<file path="src/rtl/full_adder_selftest.sv">
// Built-in self-test cell: sweeps all eight {in1,in2,cin} vectors through a
// 1-bit full adder and checks each result against an independent golden model.
module full_adder_selftest #(
   parameter int unsigned NUM_PASSES = 1,
   parameter int unsigned ERR_W      = 8
) (
   input  logic             clk,
   input  logic             rst_n,
   input  logic             enable,
   input  logic             fault_inject,
   output logic             in1,
   output logic             in2,
   output logic             cin,
   output logic             sum,
   output logic             cout,
   output logic [2:0]       vec_idx,
   output logic [ERR_W-1:0] err_count,
   output logic             mismatch,
   output logic             done,
   output logic             pass
);

   localparam int unsigned VEC_W  = 3;
   localparam int unsigned PCNT_W = 8;
   localparam logic [VEC_W-1:0]  LAST_VEC  = VEC_W'(7);
   localparam logic [PCNT_W-1:0] LAST_PASS = PCNT_W'(NUM_PASSES - 1);

   logic [VEC_W-1:0]  vec_q,      vec_d;
   logic [PCNT_W-1:0] pcnt_q,     pcnt_d;
   logic [ERR_W-1:0]  err_q,      err_d;
   logic              mismatch_q, mismatch_d;
   logic              done_q,     done_d;
   logic              pass_q,     pass_d;

   logic check_en;
   logic exp_sum;
   logic exp_cout;
   logic miss;

   // Operands are the bits of the current vector index.
   assign in1       = vec_q[2];
   assign in2       = vec_q[1];
   assign cin       = vec_q[0];
   assign vec_idx   = vec_q;
   assign err_count = err_q;
   assign mismatch  = mismatch_q;
   assign done      = done_q;
   assign pass      = pass_q;

   // Device under self-test: plain full adder with an optional sum inversion.
   assign sum  = in1 ^ in2 ^ cin ^ fault_inject;
   assign cout = (in1 & in2) | (in1 & cin) | (in2 & cin);

   // Golden model derived from the vector index, not from the adder netlist.
   assign exp_sum  = ^vec_q;
   assign exp_cout = (vec_q == VEC_W'(3)) || (vec_q == VEC_W'(5)) ||
                     (vec_q == VEC_W'(6)) || (vec_q == VEC_W'(7));

   assign check_en = enable & ~done_q;
   assign miss     = ({cout, sum} != {exp_cout, exp_sum});

   always_comb begin
      vec_d      = vec_q;
      pcnt_d     = pcnt_q;
      err_d      = err_q;
      mismatch_d = 1'b0;
      done_d     = done_q;
      pass_d     = pass_q;

      if (check_en) begin
         mismatch_d = miss;
         if (miss && (err_q != {ERR_W{1'b1}})) begin
            err_d = err_q + ERR_W'(1);
         end
         // The final vector of the final pass parks the sweep at vector 7.
         if ((vec_q == LAST_VEC) && (pcnt_q == LAST_PASS)) begin
            done_d = 1'b1;
         end else begin
            vec_d = vec_q + VEC_W'(1);
            if (vec_q == LAST_VEC) begin
               pcnt_d = pcnt_q + PCNT_W'(1);
            end
         end
      end

      pass_d = done_d & (err_d == '0);
   end

   always_ff @(posedge clk or negedge rst_n) begin
      if (!rst_n) begin
         vec_q      <= '0;
         pcnt_q     <= '0;
         err_q      <= '0;
         mismatch_q <= 1'b0;
         done_q     <= 1'b0;
         pass_q     <= 1'b0;
      end else begin
         vec_q      <= vec_d;
         pcnt_q     <= pcnt_d;
         err_q      <= err_d;
         mismatch_q <= mismatch_d;
         done_q     <= done_d;
         pass_q     <= pass_d;
      end
   end

endmodule

</file>
<file path="config.mk">
export PLATFORM = sky130hd
export DESIGN_NAME = full_adder_selftest
export DESIGN_NICKNAME = d
export VERILOG_FILES = /design/src/rtl/full_adder_selftest.sv
export SDC_FILE = /design/constraint.sdc
export NUM_CORES = 1
export LEC_CHECK = 0
export BUFFER_PORTS_ARGS = -buffer_cell sky130_fd_sc_hd__clkbuf_2
export CORE_ASPECT_RATIO = 1.25
export CORE_MARGIN = 2
export CORE_UTILIZATION = 35
export CTS_BUF_LIST = sky130_fd_sc_hd__clkbuf_8
export CTS_CLUSTER_DIAMETER = 40
export DETAILED_ROUTE_END_ITERATION = 12
export HOLD_SLACK_MARGIN = 0.03
export PLACE_DENSITY_LB_ADDON = 0.15
export SLEW_MARGIN = 20
export SYNTH_ARGS = -nofsm -noshare
export SYNTH_HDL_FRONTEND = slang
export SYNTH_SLANG_ARGS = --single-unit
</file>
<file path="constraint.sdc">
create_clock -name clk -period 2.9 [get_ports clk]
set_input_delay 0.58 -clock clk [delete_from_list [all_inputs] [get_ports clk]]
set_output_delay 0.58 -clock clk [all_outputs]
set_load 0.01 [all_outputs]
</file>
==> results.rst, run 1 <==
.. list-table::
   :header-rows: 1

   * - Metric
     - Value
   * - Starting density of the core
     - 0.3698
   * - Count of final max-slew check failures
     - 0
   * - Vias in the first global route
     - 894
   * - Die width
     - between 50 and 60 um
   * - Overall power
     - 1.249 mW
   * - Total grt overflow
     - 0
   * - Total negative slack for setup checks
     - 0 ns
   * - Core area
     - 0.003252 mm2
   * - Unrepaired setup endpoints after global routing
     - false
   * - Kind of start point of the critical path
     - flop
   * - Sequential area share after synthesis
     - 0.4579
   * - Crit path required time
     - roughly 2.3 ns
   * - Non-filler instance count after layout
     - 170
   * - Netlist Area Pre-Place
     - 0.001202 mm2
   * - CP Max Fanout
     - 5
   * - GP Congestion
     - 0.7863
   * - Initial drt markers
     - 13
   * - Leading cell types by total area after synthesis
     - sky130_fd_sc_hd__dfrtp_1 46%, sky130_fd_sc_hd__xnor2_1 8.0%, sky130_fd_sc_hd__ha_1 6.2%, sky130_fd_sc_hd__mux2_2 4.7%, sky130_fd_sc_hd__nand4_1 3.1%
   * - Min Tclk post-route
     - 2.190 ns
   * - Worst setup slack after placement
     - 0.9134 ns
   * - Area enclosed by the die boundary
     - just under 0.004 mm2
   * - Maximum clock skew at final layout
     - 0.006619 ns
   * - Setup-violating endpoint count in the final report
     - 0
   * - Synth Instances
     - 112
   * - Vias post-DR
     - between 800 and 900
   * - Setup slack of the worst register-to-register path
     - ~0.95 ns
   * - Pwr Density
     - slightly above 900 mW/mm2
   * - Layout Area Growth over Synthesis
     - 13.94%
   * - Critical path destination
     - sum
   * - Buffers added on ports
     - 22
   * - Gr usage total
     - 0.1356
   * - Number of placement rows
     - 23
   * - Net count reported at finish
     - 146
   * - Remaining antenna violation count after routing
     - 0
   * - Setup slack of the critical path after layout
     - 0.7097 ns
   * - Sinks on Clock Net
     - 22
   * - Number of max-cap violations
     - 0
   * - Critical register-to-register path endpoint
     - pcnt_q[1]$_DFFE_PN0P_
   * - Critical Setup Path Class
     - reg2out
   * - Class of the worst hold path
     - in2async
   * - Fraction of layout instances using a drive strength above 1
     - 0.2632
   * - Clock-pin slew on the worst setup and hold paths
     - approximately 0.070 ns
   * - Ratio of final minimum period to clock period
     - 0.7553
   * - R2R Path Start
     - vec_idx[0]$_DFFE_PN0P_
   * - Crit path DAT
     - 1.61 ns
   * - Worst R2R Path Depth
     - 7
   * - Count of TritonRoute iterations in the first routing pass
     - 4
   * - Clock Latency Late Sink
     - between 0.2 and 0.3 ns
   * - Slew at the pin with the worst max-slew slack
     - 0.5433 ns
   * - Number of buffers created by CTS
     - 3
   * - Inst Count DP
     - roughly 170
   * - Cell type with the highest aggregate area in the netlist
     - sky130_fd_sc_hd__dfrtp_1
   * - DR DRC count
     - 0
   * - Reg area
     - around 550 um2
   * - Flip-flop and latch count after synthesis
     - 22
   * - Number of setup buffers added after CTS
     - 0
   * - Area of combinational cells with multiple inputs
     - 595.6 um2
   * - Diodes inserted
     - 0
   * - Mean area per synthesized cell
     - 10.74 um2
   * - Crit path capture type
     - output port
   * - Hold Vio Cnt, Final
     - 0
   * - Critical Path Source
     - vec_idx[0]$_DFFE_PN0P_
   * - Largest net degree at the start of global routing
     - 23
   * - Maximum vdd ir drop
     - 0.0003882 V
   * - Static leakage
     - 0.6739 nW
   * - Fill cell instance count of the final layout
     - approximately 330
   * - Total nets after synthesis
     - 123
   * - Worst rel slew slack
     - 0.6378
   * - TritonCTS clock tree
     - done
   * - Max Fclk
     - 456.6 MHz
   * - Via density per instance
     - 5.147
   * - Post-DP HPWL
     - 1908 um
   * - Number of distinct standard cells referenced by the synthesized netlist
     - 33
   * - First-pass GRT wire length
     - 4133 um
   * - Proportion of netlist area held by the largest area contributor
     - 0.4579
   * - Final routed wirelength across all metal layers
     - between 2000 and 2500 um
   * - Initial antenna violation count
     - 0
   * - Yosys Warn Count
     - 0
   * - Die Y-Extent
     - 69.53 um
   * - CTS root buffer
     - sky130_fd_sc_hd__clkbuf_8
   * - Top-level port count
     - 23
   * - Mean routed wirelength per cell
     - 14.12 um
   * - Number of levels in the clock H-tree
     - 1
   * - Maximum clock path buffer count
     - 2
   * - CTS-repair resized insts
     - 0
   * - Result of the run
     - finished, final reports clean
   * - Cts hold-fix bufs
     - 0
metrics by stage:
stage	instance area (um2)	hold WS, ns	utilization
floorplan	1202	0.2844	-
global placement	1329	0.4745	0.4086
detailed placement	1329	0.4720	0.4086
CTS	1370	0.3177	0.4213
global route	1370	0.3448	0.4213
finish	1370	0.2903	0.4213
how the worst min path moves through the flow:
stage | slack [ns] | endpoint
finish | 0.29 | mismatch$_DFF_PN0_
global route | 0.34 | mismatch$_DFF_PN0_
CTS | 0.32 | mismatch$_DFF_PN0_
detailed placement | 0.47 | pcnt_q[7]$_DFFE_PN0P_
global placement | 0.47 | pcnt_q[7]$_DFFE_PN0P_
floorplan | 0.28 | done$_DFF_PN0_
cell usage in the layout (no fill, tap or decap), drive strengths merged:
cell type	n
mux2i	1
o21a	1
and2	2
and4b	1
a31oi	2
nor2b	1
nand2b	2
o2111ai	1
fa	1
ha	6
xnor2	11
a21o	1
nand3	4
or2	1
mux2	5
dfrtp	22
and2b	2
and4bb	1
a31o	1
and3	3
a21oi	1
nor3	5
nand4	7
nor4b	1
nand2	7
clkbuf	25
o21bai	1
nor2	7
o21ai	3
inv	7
flip-flops by register name (all words and copies together), names as in the netlist:
name	flops
mismatch	1
err_count	8
pcnt_q	8
vec_idx	3
pass	1
done	1
cells in the mapped netlist:
| master | instances |
|---|---|
| sky130_fd_sc_hd__and3_1 | 3 |
| sky130_fd_sc_hd__nor4b_1 | 1 |
| sky130_fd_sc_hd__ha_1 | 6 |
| sky130_fd_sc_hd__nor2_1 | 6 |
| sky130_fd_sc_hd__o21a_1 | 1 |
| sky130_fd_sc_hd__a31o_2 | 1 |
| sky130_fd_sc_hd__and4b_1 | 1 |
| sky130_fd_sc_hd__dfrtp_1 | 22 |
| sky130_fd_sc_hd__or2_1 | 1 |
| sky130_fd_sc_hd__nand3_1 | 4 |
| sky130_fd_sc_hd__a21o_1 | 1 |
| sky130_fd_sc_hd__and2_1 | 1 |
| sky130_fd_sc_hd__nand2b_1 | 2 |
| sky130_fd_sc_hd__o21bai_1 | 1 |
| sky130_fd_sc_hd__a31oi_1 | 2 |
| sky130_fd_sc_hd__nor3_1 | 5 |
| sky130_fd_sc_hd__mux2_2 | 5 |
| sky130_fd_sc_hd__buf_4 | 4 |
| sky130_fd_sc_hd__a21oi_1 | 1 |
| sky130_fd_sc_hd__o21ai_0 | 3 |
| sky130_fd_sc_hd__nor2b_1 | 1 |
| sky130_fd_sc_hd__and2b_1 | 2 |
| sky130_fd_sc_hd__nand2_1 | 7 |
| sky130_fd_sc_hd__mux2i_1 | 1 |
| sky130_fd_sc_hd__nand4_1 | 6 |
| sky130_fd_sc_hd__fa_1 | 1 |
| sky130_fd_sc_hd__xnor2_1 | 11 |
| sky130_fd_sc_hd__inv_1 | 7 |
| sky130_fd_sc_hd__nor2_4 | 1 |
| sky130_fd_sc_hd__and2_2 | 1 |
| sky130_fd_sc_hd__nand4_2 | 1 |
| sky130_fd_sc_hd__and4bb_1 | 1 |
| sky130_fd_sc_hd__o2111ai_2 | 1 |
cell type report:
cell class                      count  area share
Clock buffer                        3     0.03014
Sequential cell                    22      0.4018
Inverter                            7     0.01918
Tap cell                           37     0.03379
Multi-Input combinational cell     79      0.4347
Timing Repair Buffer               22     0.08037
kinds of logic after synthesis:
family / after synthesis / share of synthesized area
compound gates: 11 / 0.06555
xor+xnor: 11 / 0.08012
fa+ha+maj: 7 / 0.07908
buf+inv: 11 / 0.04683
flops: 22 / 0.4579
mux: 6 / 0.05515
simple gates: 44 / 0.2154
critical path, cell delays in order (launching register included):
cell	delay, ns
sky130_fd_sc_hd__dfrtp_1	0.43
sky130_fd_sc_hd__inv_1	0.12
sky130_fd_sc_hd__fa_1	0.44
sky130_fd_sc_hd__xnor2_1	0.21
sky130_fd_sc_hd__clkbuf_2	0.16
where the power goes:
part	internal [mW]	switching [mW]	leakage, nW
Combinational	0.254	0.277	0.373
Sequential	0.399	0.138	0.279
Clock	0.0925	0.0882	0.0216
routing by layer:
| metal | GRT usage | vias to the layer above | wire (um) |
|---|---|---|---|
| li1 | - | 427 | - |
| met1 | 0.1504 | 431 | 954 |
| met2 | 0.2519 | 13 | 1339 |
| met3 | 0.01866 | 4 | 76 |
| met4 | 0.05556 | 0 | 30 |
| met5 | 0 | - | 0 |
Note: power is estimated with default switching activity, not from simulation.
==> inputs of run 2 (changes only) <==
--- a/config.mk
+++ b/config.mk
@@ -5,6 +5,7 @@
 export SDC_FILE = /design/constraint.sdc
 export NUM_CORES = 1
 export LEC_CHECK = 0
+export ABC_AREA = 1
 export BUFFER_PORTS_ARGS = -buffer_cell sky130_fd_sc_hd__clkbuf_2
 export CORE_ASPECT_RATIO = 1.25
 export CORE_MARGIN = 2
==> constraint.sdc (replaced) <==
create_clock -name clk -period 2 [get_ports clk]
set_input_delay 0.4 -clock clk [delete_from_list [all_inputs] [get_ports clk]]
set_output_delay 0.4 -clock clk [all_outputs]
set_load 0.01 [all_outputs]
==> results.rst, run 2 <==
.. list-table::
   :header-rows: 1

   * - Metric
     - Value
   * - Core area
     - 0.003513 mm2 (was 0.003252 mm2)
   * - Crit path capture type
     - output port (unchanged)
   * - EDFF count, synth
     - 0 (unchanged)
   * - Number of buffers created by CTS
     - 3 (unchanged)
   * - Min Tclk post-route
     - 1.934 ns
   * - Flip-flop and latch count after synthesis
     - 22 (unchanged)
   * - Comb power frac
     - 0.021 (was 0.425)
   * - Share of the synthesized netlist area taken by xor and xnor gates
     - 0.06081 (was 0.08012)
   * - Inst Count DP
     - 217 (was 167)
   * - Most frequent cell after synthesis
     - sky130_fd_sc_hd__nand2_1 (was sky130_fd_sc_hd__dfrtp_1)
   * - Share of cell area taken by muxes after synthesis
     - 0 (was 0.05515)
   * - Initial antenna violation count
     - 0 (unchanged)
   * - Total grt overflow
     - 0 (unchanged)
   * - Hold Vio Cnt, Final
     - 0 (unchanged)
   * - Post-DP HPWL
     - 2046 um (was 1908 um)
   * - Critical Setup Path Class
     - reg2out (unchanged)
   * - Final routed wirelength across all metal layers
     - 2627 um (was 2400 um)
   * - Remaining antenna violation count after routing
     - 0 (unchanged)
   * - Buffers added on ports
     - 22 (unchanged)
   * - Maximum clock skew at final layout
     - 0.002735 ns (was 0.006619 ns)
   * - Largest net degree at the start of global routing
     - 23 (unchanged)
   * - Sinks on Clock Net
     - 22 (unchanged)
   * - Worst rel slew slack
     - 0.6251 (was 0.6378)
   * - Ys flop type
     - sky130_fd_sc_hd__dfrtp_1 (unchanged)
   * - Overall power
     - 725.8 uW (was 1.249 mW)
   * - Number of distinct standard cells referenced by the synthesized netlist
     - 23 (was 33)
   * - Total negative slack for setup checks
     - 0 ns (unchanged)
   * - Sequential area share after synthesis
     - 0.4247 (was 0.4579)
   * - Area after DPL
     - 0.001429 mm2 (was 0.001329 mm2)
   * - Share of total power in sequential cells
     - 0.612 (was 0.430)
   * - Net count reported at finish
     - 197 (was 146)
   * - Proportion of netlist area held by the largest area contributor
     - 0.4247 (was 0.4579)
   * - Starting density of the core
     - 0.3689 (was 0.3698)
   * - Synth Instances
     - 159 (was 112)
   * - Mean area per synthesized cell
     - 8.152 um2 (was 10.74 um2)
   * - Via density per instance
     - 4.834 (was 5.147)
   * - Layout Area Growth over Synthesis
     - 15.25% (was 13.94%)
   * - Non-filler instance count after layout
     - 223 (was 170)
   * - Number of levels in the clock H-tree
     - 1 (unchanged)
   * - Crit path required time
     - 1.60 ns (was 2.32 ns)
   * - Clock group share of total power
     - 0.366 (was 0.145)
   * - Fill cell instance count of the final layout
     - 351 (was 328)
   * - Number of placement rows
     - 24 (was 23)
   * - Crit path DAT
     - 1.53 ns (was 1.61 ns)
   * - Top-level port count
     - 23 (unchanged)
   * - Die width
     - 58.43 um (was 56.43 um)
   * - Reported net switching power
     - 144.0 uW (was 503.3 uW)
   * - Fraction of layout instances using a drive strength above 1
     - 0.2717 (was 0.2632)
   * - Utilization after layout
     - 0.4252 (was 0.4213)
   * - Slew at the pin with the worst max-slew slack
     - 0.5623 ns (was 0.5433 ns)
   * - Finished layout cell area
     - 0.001494 mm2 (was 0.001370 mm2)
   * - Diodes inserted
     - 0 (unchanged)
   * - Area enclosed by the die boundary
     - 0.004209 mm2 (was 0.003923 mm2)
   * - Maximum clock path buffer count
     - 2 (unchanged)
   * - Most instantiated cells after synthesis
     - 38 x sky130_fd_sc_hd__nand2_1, 22 x sky130_fd_sc_hd__dfrtp_1, 21 x sky130_fd_sc_hd__inv_1, 12 x sky130_fd_sc_hd__nor2_1, 11 x sky130_fd_sc_hd__nand3_1 (was 22 x sky130_fd_sc_hd__dfrtp_1, 11 x sky130_fd_sc_hd__xnor2_1, 7 x sky130_fd_sc_hd__inv_1, 7 x sky130_fd_sc_hd__nand2_1)
   * - First-pass GRT wire length
     - 4560 um (was 4133 um)
   * - Switching part of the total power
     - 0.1985 (was 0.4028)
   * - Adder-cell share of the synthesized area
     - 0.07336 (was 0.07908)
   * - Reg area
     - 551.8 um2 (was 550.5 um2)
   * - Pwr Density
     - 485.8 mW/mm2 (was 912.0 mW/mm2)
   * - Mean routed wirelength per cell
     - 11.78 um (was 14.12 um)
   * - Gr usage total
     - 0.1398 (was 0.1356)
   * - GP Congestion
     - 0.8108 (was 0.7863)
   * - Worst hold slack after final layout
     - 0.1207 ns (was 0.2903 ns)
   * - Leading cell types by total area after synthesis
     - sky130_fd_sc_hd__dfrtp_1 42%, sky130_fd_sc_hd__nand2_1 11%, sky130_fd_sc_hd__inv_1 6.1%, sky130_fd_sc_hd__ha_1 5.8%, sky130_fd_sc_hd__xor2_1 5.4% (was sky130_fd_sc_hd__dfrtp_1 46%, sky130_fd_sc_hd__xnor2_1 8.0%, sky130_fd_sc_hd__ha_1 6.2%, sky130_fd_sc_hd__mux2_2 4.7%, sky130_fd_sc_hd__nand4_1 3.1%)
   * - Int Power
     - 581.7 uW (was 746.1 uW)
   * - Clock-pin slew on the worst setup and hold paths
     - 0.08 ns (was 0.07 ns)
   * - CTS root buffer
     - sky130_fd_sc_hd__clkbuf_8 (unchanged)
   * - Most used cells in the layout excluding fill and tap cells
     - 38 x sky130_fd_sc_hd__nand2_1, 22 x sky130_fd_sc_hd__clkbuf_2, 21 x sky130_fd_sc_hd__dfrtp_1 (was 22 x sky130_fd_sc_hd__dfrtp_1, 22 x sky130_fd_sc_hd__clkbuf_2, 11 x sky130_fd_sc_hd__xnor2_1)
   * - Area of combinational cells with multiple inputs
     - 614.3 um2 (was 595.6 um2)
   * - Netlist Area Pre-Place
     - 0.001296 mm2 (was 0.001202 mm2)
   * - Share of the synthesized area in compound gates (AO/OA/AOI/OAI)
     - 0.03378 (was 0.06556)
   * - Count of TritonRoute iterations in the first routing pass
     - 4 (unchanged)
   * - Most common cell after layout, fill and taps aside
     - sky130_fd_sc_hd__nand2_1
   * - DR DRC count
     - 0 (unchanged)
   * - Max Fclk
     - 517.2 MHz
   * - Setup-violating endpoint count in the final report
     - 0 (unchanged)
   * - CP Max Fanout
     - 6 (was 5)
   * - Cell type with the highest aggregate area in the netlist
     - sky130_fd_sc_hd__dfrtp_1 (unchanged)
   * - Worst setup slack after placement
     - 0.2251 ns (was 0.9134 ns)
   * - Ratio of final minimum period to clock period
     - 0.9668
   * - Kind of start point of the critical path
     - flop (unchanged)
   * - Number of max-cap violations
     - 0 (unchanged)
   * - Post-synthesis simple-gate area fraction
     - 0.3060 (was 0.2154)
   * - Result of the run
     - finished, final reports clean (unchanged)
   * - Clock Latency Late Sink
     - 0.25 ns (was 0.26 ns)
   * - Class of the worst hold path
     - in2async (unchanged)
   * - Yosys Warn Count
     - 0 (unchanged)
   * - Async set-reset flop share out of synthesis
     - 1.000 (unchanged)
   * - Static leakage
     - 0.7586 nW (was 0.6739 nW)
   * - Initial drt markers
     - 20 (was 13)
   * - Count of final max-slew check failures
     - 0 (unchanged)
   * - Total nets after synthesis
     - 170 (was 123)
   * - Setup slack of the critical path after layout
     - 0.06640 ns (was 0.7097 ns)
   * - Vias in the first global route
     - 1,113 (was 894)
   * - Vias post-DR
     - 1,078 (was 875)
   * - Die Y-Extent
     - 72.04 um (was 69.53 um)
   * - Main combinational cell family by area after synthesis
     - simple AND/OR/NAND/NOR gates (unchanged)
   * - Maximum vdd ir drop
     - 0.0002211 V (was 0.0003882 V)
   * - TritonCTS clock tree
     - done (unchanged)
-- run 2: changes by cell type after synthesis, sizes merged, moves of 2 or more --
cell / change
nand2: +38
inv: +19
xnor2: -10
nand3: +9
nor2: +8
xor2: +8
mux2: -5
nor3: -4
and3: -3
o21ai: +3
a31oi: -2
and2b: -2
nand2b: -2
-- run 2: worst paths after layout --
| kind | from | end | slack [ns] | depth (start not counted) |
|---|---|---|---|---|
| hold reg to reg | pcnt_q[7]$_DFFE_PN0P_ | pcnt_q[7]$_DFFE_PN0P_ | 0.51 | 2 |
| max in group asynchronous | rst_n | vec_idx[0]$_DFFE_PN0P_ | 1.48 | 1 |
| hold / removal | rst_n | pcnt_q[3]$_DFFE_PN0P_ | 0.12 | 1 |
| setup / recovery | vec_idx[0]$_DFFE_PN0P_ | sum | 0.07 | 4 |
| min in group clk | enable | done$_DFF_PN0_ | 0.48 | 3 |
| setup reg to reg | vec_idx[0]$_DFFE_PN0P_ | pcnt_q[3]$_DFFE_PN0P_ | 0.26 | 9 |
-- run 2: timing repair --
action | CTS | global route
cloned | 0 | 0
setup endpoints to repair | 1 | 1
setup buffers | 1 | 2
hold buffers | 0 | 0
resized for setup | 1 | 1
-- run 2: power groups by stage --
stage | Combinational, mW | Sequential, mW | Clock [mW]
after CTS | 0.0166 | 0.444 | 0.278
after global placement | 0.0160 | 0.453 | 0
final | 0.0155 | 0.444 | 0.266
after global routing | 0.0180 | 0.444 | 0.294
after floorplan | 0.00151 | 0.453 | 0
after detailed placement | 0.0166 | 0.453 | 0
-- run 2: layer usage --
metal	global-route usage	up-vias	wire (um)
li1	-	546	-
met1	0.1572	512	1134
met2	0.2597	18	1359
met3	0.02496	2	107
met4	0.04651	0	26
met5	0	-	0
-- run 2: cell families (layout without fill, tap and decap cells) --
logic type,after synthesis,after routing
simple gates,83,83
buf+inv,30,55
flops,22,22
xor+xnor,9,9
compound gates,8,8
fa+ha+maj,7,7
-- run 2: layout make-up --
type,count,area share
Clock buffer,3,0.02764
Inverter,26,0.06533
Multi-Input combinational cell,107,0.4112
Sequential cell,22,0.3693
Tap cell,39,0.03266
Timing Repair Buffer,26,0.09380
-- run 2: critical path: stages, from the launching register on --
cell and delay (ns):
sky130_fd_sc_hd__dfrtp_2 0.45, sky130_fd_sc_hd__inv_1 0.09, sky130_fd_sc_hd__fa_1 0.43, sky130_fd_sc_hd__xnor2_1 0.16, sky130_fd_sc_hd__clkbuf_2 0.15
